==> src/rtl/seg_pkg.sv <==
// Shared types and constants for the multiplexed 7-segment display driver.
package seg_pkg;

    localparam int unsigned NUM_DIGITS = 6;
    localparam int unsigned DIGIT_W    = 4;
    localparam int unsigned IDX_W      = $clog2(NUM_DIGITS);
    localparam int unsigned BUS_W      = NUM_DIGITS * DIGIT_W;

    typedef logic [6:0] seg_t;

    // Segment order is {a,b,c,d,e,f,g}, active-low.
    localparam seg_t SEG_BLANK = 7'h7F;
    localparam seg_t SEG_DASH  = 7'b1111110;

    typedef enum logic {
        BLANK = 1'b0,
        ON    = 1'b1
    } scan_st_e;

endpackage

==> src/rtl/seg_scan_mux_if.sv <==
// Digit data in, shared segment bus and digit enables out.
interface seg_scan_mux_if;
    import seg_pkg::*;

    logic                  upd;
    logic [BUS_W-1:0]      digits_in;
    logic [NUM_DIGITS-1:0] dp_in;
    logic [NUM_DIGITS-1:0] blink_mask;
    logic                  lz_blank;
    seg_t                  seg;
    logic                  dp;
    logic [NUM_DIGITS-1:0] an;

    modport master (
        output upd, digits_in, dp_in, blink_mask, lz_blank,
        input  seg, dp, an
    );

    modport slave (
        input  upd, digits_in, dp_in, blink_mask, lz_blank,
        output seg, dp, an
    );

endinterface

==> src/rtl/bcd_to_seg.sv <==
// Combinational BCD to active-low 7-segment decoder; non-decimal codes show a dash.
module bcd_to_seg
    import seg_pkg::*;
(
    input  logic [DIGIT_W-1:0] bcd,
    output seg_t               seg_c
);

    always_comb begin
        seg_c = SEG_DASH;
        case (bcd)
            4'd0: seg_c = 7'b0000001;
            4'd1: seg_c = 7'b1001111;
            4'd2: seg_c = 7'b0010010;
            4'd3: seg_c = 7'b0000110;
            4'd4: seg_c = 7'b1001100;
            4'd5: seg_c = 7'b0100100;
            4'd6: seg_c = 7'b0100000;
            4'd7: seg_c = 7'b0001111;
            4'd8: seg_c = 7'b0000000;
            4'd9: seg_c = 7'b0000100;
            default: seg_c = SEG_DASH;
        endcase
    end

endmodule

==> src/rtl/seg_scan_mux.sv <==
// Six-digit time-multiplexed display scanner with ghost blanking, leading-zero
// suppression and per-digit blink.
module seg_scan_mux
    import seg_pkg::*;
#(
    parameter int unsigned CLK_HZ       = 50_000_000,
    parameter int unsigned FRAME_HZ     = 1000,
    parameter int unsigned BLANK_CYC    = 64,
    parameter int unsigned BLINK_FRAMES = 500
) (
    input  logic           clk,
    input  logic           rst,
    seg_scan_mux_if.slave  bus
);

    localparam int unsigned SLOT_CYC = CLK_HZ / (FRAME_HZ * NUM_DIGITS);
    localparam int unsigned SLOT_W   = (SLOT_CYC > 1) ? $clog2(SLOT_CYC) : 1;
    localparam int unsigned FRAME_W  = (BLINK_FRAMES > 1) ? $clog2(BLINK_FRAMES) : 1;

    logic [BUS_W-1:0]      shadow_dig_q, shadow_dig_d;
    logic [NUM_DIGITS-1:0] shadow_dp_q,  shadow_dp_d;
    scan_st_e              state_q,      state_d;
    logic [SLOT_W-1:0]     slot_cnt_q,   slot_cnt_d;
    logic [IDX_W-1:0]      idx_q,        idx_d;
    logic [FRAME_W-1:0]    frame_cnt_q,  frame_cnt_d;
    logic                  blink_ph_q,   blink_ph_d;
    logic [DIGIT_W-1:0]    nib_q,        nib_d;
    logic                  dp_bit_q,     dp_bit_d;
    seg_t                  seg_q,        seg_d;
    logic                  dp_q,         dp_d;
    logic [NUM_DIGITS-1:0] an_q,         an_d;

    seg_t dec_seg_c;
    logic slot_end_c;
    logic blank_end_c;
    logic last_idx_c;
    logic suppress_c;

    bcd_to_seg u_dec (
        .bcd   (nib_q),
        .seg_c (dec_seg_c)
    );

    // One counter spans the whole slot; the blank phase ends part-way through it.
    assign slot_end_c  = (slot_cnt_q == SLOT_W'(SLOT_CYC - 1));
    assign blank_end_c = (slot_cnt_q == SLOT_W'(BLANK_CYC - 1));
    assign last_idx_c  = (idx_q == IDX_W'(NUM_DIGITS - 1));

    always_comb begin
        shadow_dig_d = shadow_dig_q;
        shadow_dp_d  = shadow_dp_q;
        state_d      = state_q;
        idx_d        = idx_q;
        frame_cnt_d  = frame_cnt_q;
        blink_ph_d   = blink_ph_q;
        nib_d        = nib_q;
        dp_bit_d     = dp_bit_q;
        seg_d        = SEG_BLANK;
        dp_d         = 1'b1;
        an_d         = '1;
        suppress_c   = 1'b0;

        if (bus.upd) begin
            shadow_dig_d = bus.digits_in;
            shadow_dp_d  = bus.dp_in;
        end

        slot_cnt_d = slot_end_c ? '0 : slot_cnt_q + SLOT_W'(1);

        case (state_q)
            BLANK: begin
                // Latch from the pre-update shadow so an upd this cycle lands next slot.
                if (blank_end_c) begin
                    state_d  = ON;
                    nib_d    = shadow_dig_q[{idx_q, 2'b00} +: DIGIT_W];
                    dp_bit_d = shadow_dp_q[idx_q];
                end
            end
            ON: begin
                if (slot_end_c) begin
                    state_d = BLANK;
                    if (last_idx_c) begin
                        idx_d = '0;
                        if (frame_cnt_q == FRAME_W'(BLINK_FRAMES - 1)) begin
                            frame_cnt_d = '0;
                            blink_ph_d  = ~blink_ph_q;
                        end else begin
                            frame_cnt_d = frame_cnt_q + FRAME_W'(1);
                        end
                    end else begin
                        idx_d = idx_q + IDX_W'(1);
                    end
                end
            end
        endcase

        // Blink and leading-zero controls are live, so they act within a cycle.
        suppress_c = (bus.blink_mask[idx_q] && blink_ph_q) ||
                     (last_idx_c && bus.lz_blank && (nib_q == DIGIT_W'(0)));

        if ((state_q == ON) && !suppress_c) begin
            seg_d        = dec_seg_c;
            dp_d         = ~dp_bit_q;
            an_d[idx_q]  = 1'b0;
        end
    end

    always_ff @(posedge clk) begin
        if (rst) begin
            shadow_dig_q <= '0;
            shadow_dp_q  <= '0;
            state_q      <= BLANK;
            slot_cnt_q   <= '0;
            idx_q        <= '0;
            frame_cnt_q  <= '0;
            blink_ph_q   <= 1'b0;
            nib_q        <= '0;
            dp_bit_q     <= 1'b0;
            seg_q        <= SEG_BLANK;
            dp_q         <= 1'b1;
            an_q         <= '1;
        end else begin
            shadow_dig_q <= shadow_dig_d;
            shadow_dp_q  <= shadow_dp_d;
            state_q      <= state_d;
            slot_cnt_q   <= slot_cnt_d;
            idx_q        <= idx_d;
            frame_cnt_q  <= frame_cnt_d;
            blink_ph_q   <= blink_ph_d;
            nib_q        <= nib_d;
            dp_bit_q     <= dp_bit_d;
            seg_q        <= seg_d;
            dp_q         <= dp_d;
            an_q         <= an_d;
        end
    end

    assign bus.seg = seg_q;
    assign bus.dp  = dp_q;
    assign bus.an  = an_q;

endmodule
==> src/flat_wrapper.sv <==
// flat-port wrapper written by rule: the top's interface ports become plain ports
module seg_scan_mux_flat import seg_pkg::*;
#(
    parameter int unsigned CLK_HZ       = 50_000_000,
    parameter int unsigned FRAME_HZ     = 1000,
    parameter int unsigned BLANK_CYC    = 64,
    parameter int unsigned BLINK_FRAMES = 500
)
  (clk, rst, bus_upd, bus_digits_in, bus_dp_in, bus_blink_mask, bus_lz_blank, bus_seg, bus_dp, bus_an);
  seg_scan_mux_if bus_i ();
  input  logic clk;
  input  logic rst;
  input wire logic [$bits(bus_i.upd)-1:0] bus_upd;
  input wire logic [$bits(bus_i.digits_in)-1:0] bus_digits_in;
  input wire logic [$bits(bus_i.dp_in)-1:0] bus_dp_in;
  input wire logic [$bits(bus_i.blink_mask)-1:0] bus_blink_mask;
  input wire logic [$bits(bus_i.lz_blank)-1:0] bus_lz_blank;
  output wire logic [$bits(bus_i.seg)-1:0] bus_seg;
  output wire logic [$bits(bus_i.dp)-1:0] bus_dp;
  output wire logic [$bits(bus_i.an)-1:0] bus_an;
  assign bus_i.upd = bus_upd;
  assign bus_i.digits_in = bus_digits_in;
  assign bus_i.dp_in = bus_dp_in;
  assign bus_i.blink_mask = bus_blink_mask;
  assign bus_i.lz_blank = bus_lz_blank;
  assign bus_seg = bus_i.seg;
  assign bus_dp = bus_i.dp;
  assign bus_an = bus_i.an;
  seg_scan_mux #(.CLK_HZ(CLK_HZ), .FRAME_HZ(FRAME_HZ), .BLANK_CYC(BLANK_CYC), .BLINK_FRAMES(BLINK_FRAMES)) u_core (.clk(clk), .rst(rst), .bus(bus_i));
endmodule
==> config.mk <==
export PLATFORM = sky130hd
export DESIGN_NAME = seg_scan_mux_flat
export DESIGN_NICKNAME = d
export VERILOG_FILES = /design/src/rtl/seg_pkg.sv /design/src/rtl/seg_scan_mux_if.sv /design/src/rtl/bcd_to_seg.sv /design/src/rtl/seg_scan_mux.sv /design/src/flat_wrapper.sv
export SDC_FILE = /design/constraint.sdc
export NUM_CORES = 1
export LEC_CHECK = 0
export BUFFER_PORTS_ARGS = -buffer_cell sky130_fd_sc_hd__buf_2
export CORE_ASPECT_RATIO = 2
export CORE_UTILIZATION = 46
export CTS_BUF_LIST = sky130_fd_sc_hd__clkbuf_2
export CTS_CLUSTER_SIZE = 12
export DETAILED_ROUTE_END_ITERATION = 10
export PLACE_DENSITY = 0.67
export SYNTH_ARGS = -nofsm -noshare
export SYNTH_HDL_FRONTEND = slang
export SYNTH_SLANG_ARGS = --single-unit
==> constraint.sdc <==
create_clock -name clk -period 2.1 [get_ports clk]
set_input_delay 0.525 -clock clk [delete_from_list [all_inputs] [get_ports clk]]
set_output_delay 0.525 -clock clk [all_outputs]
set_load 0.02 [all_outputs]
# Word level (Yosys, flattened, before mapping)
# Memories as Yosys holds them, arrays and structs flattened. A register that Yosys moved wholly into a read port is not among the register bits.
# Index checks and enable logic that the tools add are counted.
[totals] input_bits=40 memories=1 regBits=70 rom_bits=112
[memory_table] name="(name not given)" words=16 word_bits=7 rd=1 rd_clocked_by_memory_dff=1 wr=0 line="bcd_to_seg.sv:11" text="case (bcd)"
[classes] n_eq_ne=4 n_mux=11 n_bitwise=5 n_reduce_logical=14 shifts=1 add_sub_neg=3 n_lt_le_gt_ge=2
[ops] operator="variable part select 24 x 6 -> 4 bit" count=1
[ops] operator="adder 14 x 1 -> 14 bit (second input constant)" count=1
[ops] operator="equality test 14 bit (second input constant)" count=1
[ops] operator="equality test 14 x 6 -> 1 bit (second input constant)" count=1
[ops] operator="adder 9 x 1 -> 9 bit (second input constant)" count=1
[ops] operator="equality test 9 bit (second input constant)" count=1
[ops] operator="2-to-1 mux 9 bit" count=1
[ops] operator="binary-select mux 1 bit (select 3 bit)" count=2
[ops] operator="inverter 6 bit" count=1
[ops] operator="logical AND 1 bit" count=5
[ops] operator="2-to-1 mux 1 bit" count=5
[ops] operator="zero test 4 bit" count=1
[ops] operator="less-than comparator 3 x 4 -> 1 bit (second input constant)" count=1
[ops] operator="inverter 1 bit" count=4
[ops] operator="AND reduction 2 bit" count=2
[ops] operator="AND reduction 4 bit" count=1
[ops] operator="OR reduction 2 bit" count=2
[ops] operator="adder 3 x 1 -> 3 bit (second input constant)" count=1
[ops] operator="demux 1 bit (select 3 bit)" count=1
[ops] operator="equality test 3 bit (second input constant)" count=1
[ops] operator="greater-or-equal comparator 3 x 1 -> 1 bit (second input constant)" count=1
[ops] operator="2-to-1 mux 3 bit" count=1
[ops] operator="AND reduction 3 bit" count=1
[ops] operator="one-hot mux 1 bit (2 select lines)" count=1
[ops] operator="other kinds (2)" count=2

# Depth between registers and ports, before layout
[depth] depth_word=8 mapped_depth=7 mapped_depth_nobuf=6

# Cells and area by module
# From an unflattened synthesis, not the netlist that was laid out.
[unflattened] cells_unflattened=378 hier_area_um2=3492.1
[by_module_without_submodules] mod="seg_scan_mux" cells_each=350 instances=1 area_per_inst_um2=3306.9
[by_module_without_submodules] mod="bcd_to_seg" cells_each=28 instances=1 area_per_inst_um2=185.2

# Worst setup path after synthesis
# OpenSTA, ideal clock, no wires.
[synth_timing] path_kind="input port to flip-flop" startpoint="input bus_blink_mask[3]" endpoint="register u_core.an_q[4] (netlist: u_core.bus.an[4])" t_arrival_ps=1807 cell_stages=5 required_time_ps=1961 setup_ps=139 slack_ps=153 cell_sequence="mux4_2 > o2bb2ai_1 > a2111oi_4 > buf_6 > nand3_1"
[synth_via] elab_chain_len=8
[synth_rtl] element="from (decl)" line="flat_wrapper.sv:16" text="input wire logic [$bits(bus_i.blink_mask)-1:0] bus_blink_mask;"
[synth_rtl] element="binary-select mux 1 bit (select 3 bit)" line="seg_scan_mux.sv:98" text="suppress_c = (bus.blink_mask[idx_q] && blink_ph_q) ||"
[synth_rtl] element="2-to-1 mux 1 bit (not written as such)" line="seg_scan_mux.sv:98"
[synth_rtl] element="logical AND 1 bit" line="seg_scan_mux.sv:98"
[synth_rtl] element="logical OR 1 bit" line="seg_scan_mux.sv:98"
[synth_rtl] element="zero test 1 bit" line="seg_scan_mux.sv:101" text="if ((state_q == ON) && !suppress_c) begin"
[synth_rtl] element="logical AND 1 bit" line="seg_scan_mux.sv:101"
[synth_rtl] element="inverter 1 bit (no source line)"
[synth_rtl] element="OR reduction 2 bit (no source line)"
[synth_rtl] element="to (signal assigned)" line="seg_scan_mux.sv:134" text="an_q <= an_d;"
[synth_rtl] element="to (decl)" line="seg_scan_mux.sv:31" text="logic [NUM_DIGITS-1:0] an_q, an_d;"
# No other way between the ends. The select of a mux whose other input is x is not followed.
# A chain may end at the register's enable or synchronous reset.

# Worst setup path after layout
[layout_timing] startpoint="register u_core.idx_q[0]" endpoint="register u_core.an_q[0] (netlist: u_core.bus.an[0])"
[layout_via] elab_chain_len=8
[layout_rtl] element="from (decl)" line="seg_scan_mux.sv:24" text="logic [IDX_W-1:0] idx_q, idx_d;"
[layout_rtl] element="from (signal assigned)" line="seg_scan_mux.sv:127" text="idx_q <= idx_d;"
[layout_rtl] element="binary-select mux 1 bit (select 3 bit) / equality test 3 bit (equally long branches)" line="seg_scan_mux.sv:98, seg_scan_mux.sv:47"
[layout_rtl] element="2-to-1 mux 1 bit (not written as such) / logical AND 1 bit (equally long branches)" line="seg_scan_mux.sv:98, seg_scan_mux.sv:99"
[layout_rtl] element="logical AND 1 bit (on tied branches)" line="seg_scan_mux.sv:98, seg_scan_mux.sv:99"
[layout_rtl] element="logical OR 1 bit" line="seg_scan_mux.sv:98"
[layout_rtl] element="zero test 1 bit" line="seg_scan_mux.sv:101"
[layout_rtl] element="logical AND 1 bit" line="seg_scan_mux.sv:101"
[layout_rtl] element="inverter 1 bit (no source line)"
[layout_rtl] element="OR reduction 2 bit (no source line)"
# Several ways; a longest one is shown, not always the timed one. The select of a mux whose other input is x is not followed.

==> summary.md <==
| Metric | Value |
|---|---|
| Run status | complete, no violations |
| Sequential fraction of the synthesis area | 0.4457 |
| Crit path DAT | 2.34 ns |
| Fillers | 724 |
| Vias per std cell | 5.501 |
| Worst Hold Depth | 3 |
| Endpoints failing setup | 0 |
| Setup WS pre-CTS | -0.04730 ns |
| Initial antenna violation count | 0 |
| Vias | 2,877 |
| Largest family of logic cells by synthesized area | simple AND/OR/NAND/NOR gates |
| Startpoint Class | flip-flop |
| Core area | 7267 sq um |
| Skew final | 0.03962 ns |
| First-pass GRT wire length | 12,250 um |
| Post-synthesis async set-or-reset flop share | 0 |
| Global-route usage over all layers | 0.1983 |
| Commonest non-fill, non-tap cell in the layout | dfxtp_1 |
| Vias in the first global route | 2,822 |
| CTS Hold Buffers Added | 0 |
| Shortest period the worst path allows | 1.903 ns |
| Peak Freq | 0.5255 GHz |
| Cell count after synthesis | 370 |
| GRT Residual Overflow | 0 |
| Leakage | 1.570 nW |
| FF+latch area | 1541 sq um |
| Hold Fails Final Rpt | 0 |
| RSZ-0062 raised after global routing | false |
| Reg2Reg Depth | 5 |
| Port bufs | 53 |
| GPL Wtd Cong | 0.8422 |
| First DRT Iteration DRCs | 109 |
| CTS root buf | clkbuf_2 |
| Layout cells sized above 1 | 0.2163 |
| Crit Path Max Fanout | 9 |
| CTS tree | done |
| FF-to-FF setup slack | 0.20 ns |
| Commonest register cell after synthesis | dfxtp_1 |
| Hold EP | u_core.shadow_dig_q[8] |
| CP Data Required Time | 2.53 ns |
| Max cap viols | 0 |
| Area occupied by multi-input gates | 1747 sq um |
| DRT Pass-1 Iters | 5 |
| # DRC | 0 |
| Area of the die | 7890 sq um |
| Worst-Margin Slew | 0.4633 ns |
| Synthesized area | 3458 sq um |
| Post-route cell area | 4000 sq um |
| Largest net degree at the start of global routing | 27 |
| Power per cell area | 647.4 nW/um^2 |
| NumNets Final | 474 |
| Synthesis-to-layout area growth | 15.67% |
| Post-synthesis simple-gate area fraction | 0.1845 |
| XOR/XNOR Fraction of Synth Area | 0.03039 |
| Adder-cell share of the synthesized area | 0.02894 |
| CTS Sinks | 77 |
| Post-CTS setup buffers | 0 |
| Final Max Slew Viols | 0 |
| Slew margin rel. | 0.6900 |
| Compound-gate portion of the synthesized area | 0.1100 |
| Clk buf depth | 2 |
| Hold crit path type | in2reg |
| Syn. warnings | 0 |
| Max H-tree Level | 3 |
| Detailed placer's ending HPWL | 5283 um |
| Die X | 63.31 um |
| CP endpoint kind | flip-flop |
| Antenna-violating nets left | 0 |
| WL/cell | 13.86 um |
| # IOs | 54 |
| Clock slew at reported path FFs | 0.20 ns |
| Cell variety after synth | 44 |
| Fin util | 0.5504 |
| Fin crit share | 0.9062 |
| Critical R2R Capture | u_core.bus.an[0] |
| Post-synth EDFFs | 0 |
| Die Ht | 124.6 um |
| Dpl cell area | 3869 sq um |
| Core Rows | 44 |
| Worst r2r src | u_core.idx_q[0] |
| Final worst setup slack | 0.1970 ns |
| Post-synthesis mux area share | 0.1512 |
| Setup CP Type | reg2reg |
| Post-synthesis average cell area | 9.347 sq um |
| Drt total wl | 7247 um |
| Most frequent cells in the layout | dfxtp_1, nor2_1, buf_2 |
| Syn_nets | 418 |
| Clk_lat worst skew | 0.53 ns |
| Post-CTS Resized | 0 |
| #FFs+latches synth | 77 |
| Hold Crit Start | bus_digits_in[8] |
| TritonCTS buffer count | 9 |
| Initial core utilization | 0.4759 |
| Peak VDD IR | 367.7 uV |
worst max-delay path by stage:
stage	from	to	slack, ns	cells past startpoint
after floorplan	bus_blink_mask[3]	u_core.bus.an[4]	0.15	5
after global placement	bus_blink_mask[3]	u_core.bus.an[0]	0.01	6
after detailed placement	bus_blink_mask[3]	u_core.bus.seg[5]	-0.05	6
after CTS	u_core.idx_q[0]	u_core.bus.seg[5]	0.18	5
after global routing	u_core.idx_q[0]	u_core.bus.an[4]	0.05	6
final	u_core.idx_q[0]	u_core.bus.an[0]	0.20	5
layout make-up:
| cell class | count | share of cell area |
|---|---|---|
| Clock inverter | 4 | 0.01845 |
| Tap cell | 92 | 0.02878 |
| Multi-Input combinational cell | 251 | 0.4367 |
| Timing Repair Buffer | 69 | 0.09947 |
| Sequential cell | 77 | 0.3854 |
| Inverter | 18 | 0.01689 |
| Antenna cell | 1 | 0.0006256 |
| Clock buffer | 11 | 0.01376 |
worst max-delay path, cell delays in order, from the launching register on:
cell	delay (ns)
dfxtp_1	0.40
mux4_2	0.52
o2bb2ai_1	0.18
a2111oi_4	0.44
buf_4	0.22
nand3_1	0.07
registers in the layout, indices dropped and copies added, names as in the netlist, 3 cells and up:
register	flops
u_core.bus.an	6
u_core.bus.seg	7
u_core.frame_cnt_q	9
u_core.idx_q	3
u_core.nib_q	4
u_core.shadow_dig_q	24
u_core.shadow_dp_q	6
u_core.slot_cnt_q	14
per-stage QoR:
step | cells | total power [mW] | hold slack (ns) | TNS (ns)
4_1_cts | 522 | 2.632 | 0.1730 | 0
3_3_place_gp | 507 | 1.728 | 0.3758 | 0
5_1_grt | 522 | 2.722 | 0.1618 | 0
2_1_floorplan | 370 | 1.665 | 0.3577 | 0
6_report | 523 | 2.590 | 0.2298 | 0
3_5_place_dp | 507 | 1.735 | 0.3827 | -0.3258
synth_stat cells, drive strengths merged, types with 3 or more instances:
cell | instances | area share
nor4 | 4 | 0.0090
a211oi | 5 | 0.011
nor2b | 3 | 0.0054
and4 | 3 | 0.0076
nor2 | 54 | 0.059
nand3 | 9 | 0.013
a311oi | 5 | 0.013
mux2 | 6 | 0.020
nand2 | 21 | 0.023
dfxtp | 77 | 0.45
or3 | 3 | 0.0054
inv | 17 | 0.018
xnor2 | 10 | 0.025
a21oi | 20 | 0.029
o21ai | 13 | 0.019
mux4 | 6 | 0.039
o32ai | 3 | 0.0076
buf | 9 | 0.013
clkbuf | 15 | 0.016
nor3 | 9 | 0.013
nand4 | 12 | 0.022
mux2i | 32 | 0.093
a22oi | 5 | 0.011
ha | 8 | 0.029
layer usage:
metal | wire length (um) | share of wire | vias to the layer above | GRT usage
met1 | 2860 | 0.39 | 1360 | 0.2005
li1 | - | - | 1425 | -
met4 | 185 | 0.026 | 0 | 0.1056
met3 | 271 | 0.037 | 15 | 0.04762
met2 | 3929 | 0.54 | 77 | 0.3618
met5 | 0 | 0 | - | 0
power by group:
part	internal [mW]	leakage (nW)	switching (mW)
combinational	0.0911	0.860	0.0833
clock	0.399	0.0820	0.488
sequential	1.50	0.628	0.0246
kinds of logic after synthesis:
logic type | Yosys count
and+or+nand+nor | 130
xor gates and xnor gates | 12
adders and majority gates | 8
DFF | 77
buffers and inverters | 42
AOI/OAI and AO/OA | 57
muxes | 44
No activity file was read; power rests on OpenSTA's default activity.
